### config.mk
export PLATFORM = sky130hd
export DESIGN_NAME = multicycle_sequencer
export DESIGN_NICKNAME = d
export VERILOG_FILES = /design/src/rtl/seq_pkg.sv /design/src/rtl/seq_class_decode.sv /design/src/rtl/multicycle_sequencer.sv
export SDC_FILE = /design/constraint.sdc
export NUM_CORES = 1
export LEC_CHECK = 0
export BUFFER_PORTS_ARGS = -buffer_cell sky130_fd_sc_hd__buf_2
export CAP_MARGIN = 20
export CORE_MARGIN = 3
export CORE_UTILIZATION = 40
export DETAILED_ROUTE_END_ITERATION = 10
export HOLD_SLACK_MARGIN = 0.12
export PLACE_DENSITY = 0.77
export SYNTH_ARGS = -nofsm -noshare
export SYNTH_HDL_FRONTEND = slang
export SYNTH_SLANG_ARGS = --single-unit
export TNS_END_PERCENT = 5
### constraint.sdc
create_clock -name clk -period 1.55 [get_ports clk]
set_input_delay 0.0775 -clock clk [delete_from_list [all_inputs] [get_ports clk]]
set_output_delay 0.0775 -clock clk [all_outputs]
set_load 0.02 [all_outputs]
### src/rtl/seq_pkg.sv
// Shared types and encodings for the multi-cycle control sequencer.
package seq_pkg;

   typedef enum logic [2:0] {
      ST_RESET,
      ST_FETCH,
      ST_DECODE,
      ST_EXEC,
      ST_MEM,
      ST_WB
   } state_e;

   typedef enum logic [2:0] {
      CL_R,
      CL_I,
      CL_LOAD,
      CL_STORE,
      CL_BRANCH,
      CL_JAL,
      CL_ILLEGAL
   } iclass_e;

   localparam logic [6:0] OP_R      = 7'h33;
   localparam logic [6:0] OP_I      = 7'h13;
   localparam logic [6:0] OP_LOAD   = 7'h03;
   localparam logic [6:0] OP_STORE  = 7'h23;
   localparam logic [6:0] OP_BRANCH = 7'h63;
   localparam logic [6:0] OP_JAL    = 7'h6F;

   localparam logic [1:0] PCSEL_PC4   = 2'b00;
   localparam logic [1:0] PCSEL_BR    = 2'b01;
   localparam logic [1:0] PCSEL_JMP   = 2'b10;
   localparam logic [1:0] PCSEL_ENTRY = 2'b11;

   localparam logic [1:0] ALUOP_ADD   = 2'b00;
   localparam logic [1:0] ALUOP_SUB   = 2'b01;
   localparam logic [1:0] ALUOP_FUNCT = 2'b10;

   function automatic logic class_alu_src(input iclass_e c);
      return (c == CL_I) || (c == CL_LOAD) || (c == CL_STORE) || (c == CL_JAL);
   endfunction

   function automatic logic [1:0] class_alu_op(input iclass_e c);
      logic [1:0] op;
      op = ALUOP_ADD;
      if (c == CL_R)      op = ALUOP_FUNCT;
      if (c == CL_BRANCH) op = ALUOP_SUB;
      return op;
   endfunction

endpackage

### src/rtl/seq_class_decode.sv
// Combinational opcode-to-instruction-class decoder; zero latency, no handshake.
module seq_class_decode
   import seq_pkg::*;
(
   input  logic [6:0] opcode,
   output iclass_e    iclass
);

   always_comb begin
      iclass = CL_ILLEGAL;
      case (opcode)
         OP_R:      iclass = CL_R;
         OP_I:      iclass = CL_I;
         OP_LOAD:   iclass = CL_LOAD;
         OP_STORE:  iclass = CL_STORE;
         OP_BRANCH: iclass = CL_BRANCH;
         OP_JAL:    iclass = CL_JAL;
         default:   iclass = CL_ILLEGAL;
      endcase
   end

endmodule

### src/rtl/multicycle_sequencer.sv
// Multi-cycle RISC-V control FSM: 2..5+ cycles per instruction, stalls in MEM until mem_ready
// (bus-error trap after MAX_WAIT wait cycles). SEQ_PERF_CNT_EN adds cycle/retired counters.
module multicycle_sequencer
   import seq_pkg::*;
#(
   parameter int MAX_WAIT = 15
) (
   input  logic        clk,
   input  logic        rst_n,
   input  logic [6:0]  opcode,
   input  logic        zero,
   input  logic        mem_ready,
   input  logic        int_req,
   output logic        ir_we,
   output logic        pc_we,
   output logic [1:0]  pc_sel,
   output logic        reg_we,
   output logic        alu_src,
   output logic [1:0]  alu_op,
   output logic        mem_rd,
   output logic        mem_wr,
   output logic        mem2reg,
   output logic        int_ack,
   output logic        trap,
   output logic        done
`ifdef SEQ_PERF_CNT_EN
   ,
   output logic [31:0] cycle_cnt,
   output logic [31:0] retired_cnt
`endif
);

   localparam int WW = $clog2(MAX_WAIT + 1);
   localparam logic [WW-1:0] WAIT_LIM = WW'(MAX_WAIT);
   localparam logic [WW-1:0] WAIT_ONE = WW'(1);

   state_e        state_q, state_d;
   iclass_e       class_q, class_d;
   iclass_e       dec_class;
   logic [WW-1:0] wait_q, wait_d;
   logic          fin;

   seq_class_decode u_dec (
      .opcode (opcode),
      .iclass (dec_class)
   );

   always_ff @(posedge clk or negedge rst_n) begin
      if (!rst_n) begin
         state_q <= ST_RESET;
         class_q <= CL_ILLEGAL;
         wait_q  <= '0;
      end else begin
         state_q <= state_d;
         class_q <= class_d;
         wait_q  <= wait_d;
      end
   end

   always_comb begin
      state_d = state_q;
      class_d = class_q;
      wait_d  = wait_q;
      fin     = 1'b0;
      ir_we   = 1'b0;
      pc_we   = 1'b0;
      pc_sel  = PCSEL_PC4;
      reg_we  = 1'b0;
      alu_src = 1'b0;
      alu_op  = ALUOP_ADD;
      mem_rd  = 1'b0;
      mem_wr  = 1'b0;
      mem2reg = 1'b0;
      int_ack = 1'b0;
      trap    = 1'b0;
      done    = 1'b0;

      // ALU controls stay stable from EXEC to the end of the instruction.
      if (state_q == ST_EXEC || state_q == ST_MEM || state_q == ST_WB) begin
         alu_src = class_alu_src(class_q);
         alu_op  = class_alu_op(class_q);
      end

      case (state_q)
         ST_RESET: begin
            pc_we   = 1'b1;
            pc_sel  = PCSEL_ENTRY;
            state_d = ST_FETCH;
         end
         ST_FETCH: begin
            ir_we   = 1'b1;
            state_d = ST_DECODE;
         end
         ST_DECODE: begin
            class_d = dec_class;
            if (dec_class == CL_ILLEGAL) begin
               trap    = 1'b1;
               pc_we   = 1'b1;
               pc_sel  = PCSEL_ENTRY;
               done    = 1'b1;
               state_d = ST_FETCH;
            end else begin
               state_d = ST_EXEC;
            end
         end
         ST_EXEC: begin
            case (class_q)
               CL_BRANCH: begin
                  pc_we  = 1'b1;
                  pc_sel = zero ? PCSEL_BR : PCSEL_PC4;
                  fin    = 1'b1;
               end
               CL_LOAD, CL_STORE: begin
                  wait_d  = '0;
                  state_d = ST_MEM;
               end
               default: state_d = ST_WB;
            endcase
         end
         ST_MEM: begin
            // The timeout is decided from the counter alone, so it wins over a late mem_ready.
            if (wait_q == WAIT_LIM) begin
               trap    = 1'b1;
               pc_we   = 1'b1;
               pc_sel  = PCSEL_ENTRY;
               done    = 1'b1;
               state_d = ST_FETCH;
            end else begin
               mem_rd = (class_q == CL_LOAD);
               mem_wr = (class_q == CL_STORE);
               if (mem_ready) begin
                  if (class_q == CL_LOAD) begin
                     state_d = ST_WB;
                  end else begin
                     pc_we  = 1'b1;
                     pc_sel = PCSEL_PC4;
                     fin    = 1'b1;
                  end
               end else begin
                  wait_d = wait_q + WAIT_ONE;
               end
            end
         end
         ST_WB: begin
            reg_we  = 1'b1;
            mem2reg = (class_q == CL_LOAD);
            pc_we   = 1'b1;
            pc_sel  = (class_q == CL_JAL) ? PCSEL_JMP : PCSEL_PC4;
            fin     = 1'b1;
         end
         default: state_d = ST_RESET;
      endcase

      // Interrupts are taken only on a normal (non-trap) instruction boundary.
      if (fin) begin
         done    = 1'b1;
         state_d = ST_FETCH;
         if (int_req) begin
            pc_sel  = PCSEL_ENTRY;
            int_ack = 1'b1;
         end
      end

      if (!rst_n) begin
         ir_we   = 1'b0;
         pc_we   = 1'b0;
         pc_sel  = PCSEL_PC4;
         reg_we  = 1'b0;
         alu_src = 1'b0;
         alu_op  = ALUOP_ADD;
         mem_rd  = 1'b0;
         mem_wr  = 1'b0;
         mem2reg = 1'b0;
         int_ack = 1'b0;
         trap    = 1'b0;
         done    = 1'b0;
      end
   end

`ifdef SEQ_PERF_CNT_EN
   logic [31:0] cycle_q, retired_q;

   always_ff @(posedge clk or negedge rst_n) begin
      if (!rst_n) begin
         cycle_q   <= '0;
         retired_q <= '0;
      end else begin
         cycle_q <= cycle_q + 32'd1;
         if (done && !trap) retired_q <= retired_q + 32'd1;
      end
   end

   assign cycle_cnt   = cycle_q;
   assign retired_cnt = retired_q;
`else
   // Performance counters are not built in this configuration.
`endif

endmodule

# --- Word level (Yosys, flattened, before mapping) ---
# Cells that the tools add are included.
classes:
  add_sub_neg: 1
  eq_ne: 25
  n_mux: 56
  reduce_logical: 12
ops:
  columns: ["operator", "count"]
  rows:
  - ["case mux 3 bit (6 select lines)", 2]
  - ["2-to-1 mux 1 bit", 30]
  - ["2-to-1 mux 2 bit", 11]
  - ["== test 3 bit, second input constant", 5]
  - ["== test 7 x 6 -> 1 bit, second input constant", 2]
  - ["== test 7 bit, second input constant", 2]
  - ["== test 3 x 2 -> 1 bit, second input constant", 4]
  - ["2-to-1 mux 3 bit", 4]
  - ["2-to-1 mux 4 bit", 3]
  - ["case mux 2 bit (5 select lines)", 1]
  - ["case mux 4 bit (2 select lines)", 1]
  - ["AND reduction 4 bit", 2]
  - ["== test 7 x 2 -> 1 bit, second input constant", 1]
  - ["== test 7 x 5 -> 1 bit, second input constant", 1]
  - ["== test 3 x 1 -> 1 bit, second input constant", 2]
  - ["zero test 3 bit", 2]
  - ["inequality test 2 bit, second input constant", 3]
  - ["case mux 3 bit (2 select lines)", 1]
  - ["logical OR 1 bit", 5]
  - ["adder 4 x 1 -> 4 bit, second input constant", 1]
  - ["== test 4 bit, second input constant", 1]
  - ["inequality test 4 x 2 -> 1 bit, second input constant", 1]
  - ["inequality test 4 x 3 -> 1 bit, second input constant", 1]
  - ["case mux 1 bit (4 select lines)", 1]
  - ["6 further kinds", 7]
totals:
  reg_bits: 10
  in_bits: 12
  output_inout_bits: 14
  word_cells: 97

# --- Depth between registers and ports, before layout ---
# Gate-level depths: netlist of the first run.
logic_depth:
  ltp_word: 8
  depth_mapped: 6
  depth_no_buf: 6

# --- Hierarchy ---
# A second synthesis of the first run with hierarchy kept.
unflattened:
  cells_unflattened: 103
  hier_area_um2: 859.6
by_module_without_submodules:
  columns: ["module", "instances", "cells_each", "area_per_inst_um2"]
  rows:
  - ["multicycle_sequencer", 1, 92, 778.2]
  - ["seq_class_decode", 1, 11, 81.3]

# --- Worst setup path after synthesis of the first run ---
# No wires, ideal clock.
synth_timing:
  kind: "flip-flop to output port"
  startpoint: "register state_q[2]"
  endpoint: "output port done"
  arrival_time_ns: 1.838
  t_required_ns: 1.472
  slack_ns: -0.365
  path_stages_with_launch: 7
  n_path_buf: 1
  path_cell_list: "dfrtp_1 > buf_2 > and2b_1 > nand2b_1 > nor3_1 > nor2_1 > a21boi_0"
synth_between:
  elab_chain_len: 4
  word_cells_on_any_way: 8
  classes_between: "4 x eq/ne; 4 x mux"
synth_rtl:
  columns: ["element", "line_no", "rtl"]
  rows:
  - ["start, declared", "multicycle_sequencer.sv:37", "state_e state_q, state_d;"]
  - ["start signal, assigned", "multicycle_sequencer.sv:54", "state_q <= state_d;"]
  - ["== test 3 bit or == test 3 x 2 -> 1 bit (tied branches)", "multicycle_sequencer.sv:84", "case (state_q)"]
  - ["case mux 1 bit (3 select lines) or case mux 1 bit (2 select lines) (tied branches)", "multicycle_sequencer.sv:84", null]
  - ["2-to-1 mux 1 bit *", "multicycle_sequencer.sv:155", "if (fin) begin"]
  - ["2-to-1 mux 1 bit *", "multicycle_sequencer.sv:164", "if (!rst_n) begin"]
  - ["end, declared", "multicycle_sequencer.sv:25", "output logic done"]
# Every way passes the cells marked *; elsewhere a longest branch is shown, timed or not.

# --- Final worst setup path of the first run ---
layout_timing:
  startpoint: "register state_q[2]"
  endpoint: "output port pc_sel[0]"
layout_between:
  elab_chain_len: 5
  word_cells_on_any_way: 10
  classes_between: "4 x eq/ne; 5 x mux; 1 x reduce/logical"
layout_rtl:
  columns: ["element", "line_no", "rtl"]
  rows:
  - ["== test 3 bit (tied with other cells)", "multicycle_sequencer.sv:84", null]
  - ["case mux 2 bit (5 select lines)", "multicycle_sequencer.sv:84", null]
  - ["2-to-1 mux 2 bit", "multicycle_sequencer.sv:158", "if (int_req) begin"]
  - ["2-to-1 mux 2 bit *", "multicycle_sequencer.sv:155", null]
  - ["2-to-1 mux 2 bit *", "multicycle_sequencer.sv:164", null]
  - ["end, declared", "multicycle_sequencer.sv:16", "output logic [1:0] pc_sel,"]
# Marks and branches as above.

==> results of run 1 <==
## per-stage QoR
stage	util	cell area (um^2)	cells	hold slack, ps	power (mW)
after floorplan	-	797	100	-218	1.17
after global placement	0.669	1190	181	-10.5	1.74
after detailed placement	0.669	1190	181	-5.67	1.78
after CTS	0.731	1300	187	201	2.14
after global routing	0.750	1340	187	215	2.44
final	0.750	1340	187	200	2.30
## tightest hold or removal path: cells and delay by family
| kind | cells | cell delay (ps) |
|---|---|---|
| compound gates | 1 | 70 |
| simple gates | 1 | 70 |
| buf+inv | 2 | 220 |
## synthesized netlist by cell type (all sizes together) (2+ instances only)
master,instances
nand2,15
nor2,9
o21ai,9
dfrtp,8
nand2b,5
nor2b,5
nor3,5
a21oi,4
nand3,4
and2b,3
inv,3
nand3b,3
a311oi,2
and2,2
dfstp,2
o22a,2
o31ai,2
## flip-flops by register name, indices dropped and copies added (netlist names)
register,flops
state_q,3
class_q,3
wait_q,4
## final timing paths
| check | startpoint | to | slack (ps) |
|---|---|---|---|
| setup / recovery | state_q[2] | pc_sel[0] | -510 |
| hold / removal | opcode[1] | class_q[0] | 200 |
| setup reg to reg | state_q[1] | wait_q[3] | -80 |
| hold reg to reg | wait_q[3] | wait_q[3] | 580 |
| max in group asynchronous | rst_n | state_q[1] | 740 |
| min in group asynchronous | rst_n | state_q[0] | 440 |
## power by group through the flow
stage          logic, mW  registers (mW)  clock network, mW
2_1_floorplan      0.673           0.499                  0
3_3_place_gp        1.26           0.489                  0
3_5_place_dp        1.28           0.495                  0
4_1_cts             1.39           0.503              0.250
5_1_grt             1.65           0.526              0.262
6_report            1.54           0.512              0.250
## layout by cell type, fill, tap and decap left out, drive strengths merged, types with 5 or more instances in the layout
cell	n
nand2b	5
nor2b	5
nand2	15
o21ai	9
dfrtp	8
nor3	5
nor2	9
buf	58
## area by class of cell
type	instances	share of cell area
inverters	3	0.00842
well taps	25	0.0234
repair buffers	60	0.320
multi-input cells	85	0.430
flip-flops and latches	10	0.191
clock buffers	4	0.0271
## repair_timing
| item | CTS | global route |
|---|---|---|
| resized for setup | 16 | 12 |
| pin swaps | 6 | 0 |
| cloned | 0 | 0 |
| hold buffers | 2 | 0 |
| setup endpoints to repair | 14 | 18 |
| endpoints found under the hold margin | 11 | 0 |
## metal layers
metal / vias up / GRT usage / share of wire
met1: 504 / 0.281 / 0.39
met2: 39 / 0.474 / 0.52
met3: 15 / 0.0483 / 0.051
met4: 0 / 0.143 / 0.043
li1: 490 / - / -
met5: - / 0 / 0
## cells by family after synthesis
family / after synthesis / share of synthesized area
compound gates: 27 / 0.235
fa+ha+maj: 1 / 0.0161
xor+xnor: 1 / 0.0113
buf+inv: 5 / 0.0258
flops: 10 / 0.325
simple gates: 56 / 0.386
==> qor.yml, run 1 <==
outcome: "complete, but fails checks"
violations: "negative setup slack"
p_seq_frac: 0.222
grt_use_total: 0.262
post_cts_buffers: 0
cp_num_cells: 7
start_util: 0.436
synth_fp_nets: 113
synthCells: 100
nNetsFinal: 176
reg2reg_depth: 5
dp_hpwl_mm: 1.81
relSlewSlack: 0.652
synth-edff-count: 0
crit_buf_inv: 2
die_height_um: 50.1
vias: 1048
period_needed_ps: 2060
ff_latch_area_um2: 255
fin_setup_tns_ps: -3690
power.leakage_nw: 0.640
drt_iter0_drc: 21
holdPathStages: 4
clkPwrFrac: 0.109
htreeDepth: 1
crit_path_cell_trace: "buf_4, and2b_1, a41o_1, a32oi_2, nand3b_1, o21ai_2, buf_2"
critPathMaxStageDelay_ps: 420
synth_top_area_share: 0.258
slowest_stage: "dfrtp_1"
synthTopCellsByArea: "dfrtp_1, nand2_1, dfstp_2"
rows: 15
path_max_fanout: 4
yosys.area.top_type: "dfrtp_1"
finalClockSkew_ps: 9.30
drv_slew: 0
intPower_mw: 1.31
die_w_um: 50.1
setup_viol: 13
fill_cells: 133
switching_share: 0.430
synth_area_um2: 777
clkSinkCount: 10
hp-class: "input port to flip-flop"
cap_violations: 0
synthFlopType: "dfrtp_1"
multi_input_area_um2: 576
crit_required_ps: 1470
cts_tree: "built"
p_per_area_nw_per_um2: 1720
async_reset_ff_frac: 1.00
crit_path_start_kind: "flip-flop"
antennaDiodeCount: 0
cts_buffer_depth: 2
preCtsSetupSlack_ps: -167
overflow: 0
core_um2: 1780
p_sw_mw: 0.988
gp_congestion: 0.897
clkLatencyLatePin_ps: 270
drc: 0
fmax_mhz: 485
yosysSeqAreaShare: 0.325
wl_per_cell_um: 15.5
drt_first_pass_iters: 5
hold_viol: 0
root_buffer: "clkbuf_4"
cts-buffers-inserted: 3
yosysUniqueCellTypes: 34
grt_pass1_wl_mm: 4.91
pwr-share-comb: 0.669
worstMarginPinSlew_ps: 520
viasPerCell: 5.60
syn_to_final_growth_pct: 72.1
grt_pass1_vias: 1055
grt_max_degree: 11
final_antenna_net_count: 0
critPathTopFamily: "compound AO/OA/AOI/OAI gates"
wirelength_mm: 2.90
crit_arrival_ps: 1980
layout-drive-gt1-share: 0.519
yosys_warnings: 0
fin_ws_ps: -511
ir_worst_vdd_uv: 943
antenna_found_initial: 0
rsz0062_at_grt: "yes"
clk_pin_slew_ps: 80
portBuffers: 25
num_io_pins: 26
syn_area_per_cell_um2: 7.77
ys_ff_latch: 10
worst-setup-path-type: "flip-flop to output port"
fin_crit_sh: 1.33
end_kind: "output port"
die_area_um2: 2510
(Power assumes the default switching activity.)
==> run 2, diff against run 1 <==
--- a/config.mk
+++ b/config.mk
@@ -15,4 +15,4 @@
 export SYNTH_ARGS = -nofsm -noshare
 export SYNTH_HDL_FRONTEND = slang
 export SYNTH_SLANG_ARGS = --single-unit
-export TNS_END_PERCENT = 5
+export TNS_END_PERCENT = 50
==> qor.yml, run 2 (synthesis results as in run 1) <==
outcome: "complete, but fails checks"  # unchanged
violations: "negative setup slack"  # unchanged
cts_tree: "built"  # unchanged
root_buffer: "clkbuf_4"  # unchanged
largest_register_ffs: 4  # unchanged
gp_congestion: 0.873  # was 0.897
num_io_pins: 26  # unchanged
power.leakage_nw: 0.633  # was 0.640 nW
layout-drive-gt1-share: 0.551  # was 0.519
fin_ws_ps: -394  # was -511 ps
setup_viol: 13  # unchanged
nNetsFinal: 172  # was 176
clkSinkCount: 10  # unchanged
worst-setup-path-type: "flip-flop to output port"  # unchanged
slowest_stage: "dfrtp_2"  # was dfrtp_1
wl_per_cell_um: 16.2  # was 15.5 um
rsz0062_at_grt: "yes"  # unchanged
dp_hpwl_mm: 2.00  # was 1.81 mm
drc: 0  # unchanged
final_antenna_net_count: 0  # unchanged
cts_buffer_depth: 2  # unchanged
worstMarginPinSlew_ps: 467  # was 520 ps
ir_worst_vdd_uv: 914  # was 943 uV
reg2reg_depth: 5  # unchanged
clkLatencyLatePin_ps: 290  # was 270 ps
drt_iter0_drc: 21  # unchanged
clk_pin_slew_ps: 90  # was 80 ps
fin_crit_sh: 1.25  # was 1.33
drt_first_pass_iters: 4  # was 5
critPathMaxStageDelay_ps: 470  # was 420 ps
overflow: 0  # unchanged
vias: 1023  # was 1048
crit_path_start_kind: "flip-flop"  # unchanged
grt_max_degree: 13  # was 11
grt_pass1_wl_mm: 4.47  # was 4.91 mm
syn_to_final_growth_pct: 80.0  # was 72.1%
relSlewSlack: 0.681  # was 0.652
start_util: 0.436  # unchanged
portBuffers: 25  # unchanged
final_common_cell: "buf_4"  # unchanged
antenna_found_initial: 0  # unchanged
rows: 15  # unchanged
htreeDepth: 1  # unchanged
hp-class: "input port to flip-flop"  # unchanged
grt_use_total: 0.240  # was 0.262
die_height_um: 50.1  # unchanged
viasPerCell: 5.59  # was 5.60
top_register: "wait_q"  # unchanged
totalPowerFinal_mw: 2.40  # was 2.30 mW
p_per_area_nw_per_um2: 1720  # about the same
finalClockSkew_ps: 14.0  # was 9.30 ps
crit_required_ps: 1470  # about the same
multi_input_area_um2: 646  # was 576 um^2
holdPathStages: 4  # unchanged
crit_path_cell_trace: "and2b_2, a41o_1, a32oi_4, nand3b_1, o21ai_2, buf_6"  # was buf_4, and2b_1, a41o_1, a32oi_2, nand3b_1, o21ai_2, buf_2
path_max_fanout: 5  # was 4
hold_viol: 0  # unchanged
cap_violations: 0  # unchanged
cts-buffers-inserted: 3  # unchanged
period_needed_ps: 1940  # was 2060 ps
fill_cells: 118  # was 133
antennaDiodeCount: 0  # unchanged
core_um2: 1780  # unchanged
grt_pass1_vias: 1017  # was 1055
die_area_um2: 2510  # unchanged
end_kind: "output port"  # unchanged
final_cell_mix: "buf_4, nand2_1, buf_2"  # was buf_4, buf_2, nand2_1
crit_arrival_ps: 1870  # was 1980 ps
die_w_um: 50.1  # unchanged
preCtsSetupSlack_ps: -162  # was -167 ps
reg_top3: "wait_q x4, class_q x3, state_q x3"  # unchanged
fmax_mhz: 514  # was 485 MHz
drv_slew: 0  # unchanged
ff_latch_area_um2: 255  # unchanged
wirelength_mm: 2.96  # was 2.90 mm
[run 2: changes by cell type in the layout (fill, tap and decap cells not counted), sizes merged]
cell,change
buf,-4
[run 2: repair_timing]
| action | 4_1_cts | 5_1_grt |
|---|---|---|
| hold buffers | 2 | 0 |
| pin swaps | 7 | 4 |
| hold endpoints to repair | 11 | 0 |
| resized for setup | 28 | 12 |
| endpoints found under the setup margin | 14 | 17 |
| setup buffers | 1 | 3 |
[run 2: final timing paths]
| kind | start | to | slack [ps] |
|---|---|---|---|
| max | state_q[1] | pc_sel[1] | -390 |
| min | opcode[1] | class_q[0] | 170 |
| max reg2reg | state_q[2] | wait_q[3] | -100 |
| min reg2reg | class_q[2] | class_q[2] | 520 |
| max in group asynchronous | rst_n | class_q[1] | 880 |
| min in group asynchronous | rst_n | wait_q[3] | 180 |
[run 2: report_power, final]
| group | switching [mW] | internal [mW] | total (mW) |
|---|---|---|---|
| Clock | 0.114 | 0.143 | 0.257 |
| Combinational | 0.804 | 0.802 | 1.61 |
| Sequential | 0.143 | 0.395 | 0.538 |
| Total | 1.06 | 1.34 | 2.40 |
[run 2: worst max-delay path: cells and delay by family, from the launching register on]
kind	cells	cell delay (ps)
AO/OA/AOI/OAI	3	490
AND/OR/NAND/NOR	2	480
flip-flops	1	470
buffers and inverters	1	150
[run 2: cell type report]
| class | count | area share |
|---|---|---|
| Sequential cell | 10 | 0.182 |
| Tap cell | 25 | 0.0224 |
| Clock buffer | 4 | 0.0259 |
| Multi-Input combinational cell | 85 | 0.462 |
| Timing Repair Buffer | 56 | 0.300 |
| Inverter | 3 | 0.00805 |
[run 2: per-stage QoR]
step                      std cells  area [um^2]   util  TNS, ps  hold slack [ps]
after floorplan                 100          847      -     -304             -218
after global placement          173         1180  0.662     -320            -64.9
after detailed placement        173         1180  0.662    -1020            -61.1
after CTS                       180         1330  0.747    -2980              176
after global routing            183         1400  0.785    -4310              177
final                           183         1400  0.785    -3470              174
[run 2: layer usage]
metal | global-route usage | vias up | wire length, um
li1 | - | 482 | -
met1 | 0.231 | 497 | 1090
met2 | 0.448 | 33 | 1640
met3 | 0.0453 | 11 | 116
met4 | 0.166 | 0 | 114
met5 | 0 | - | 0
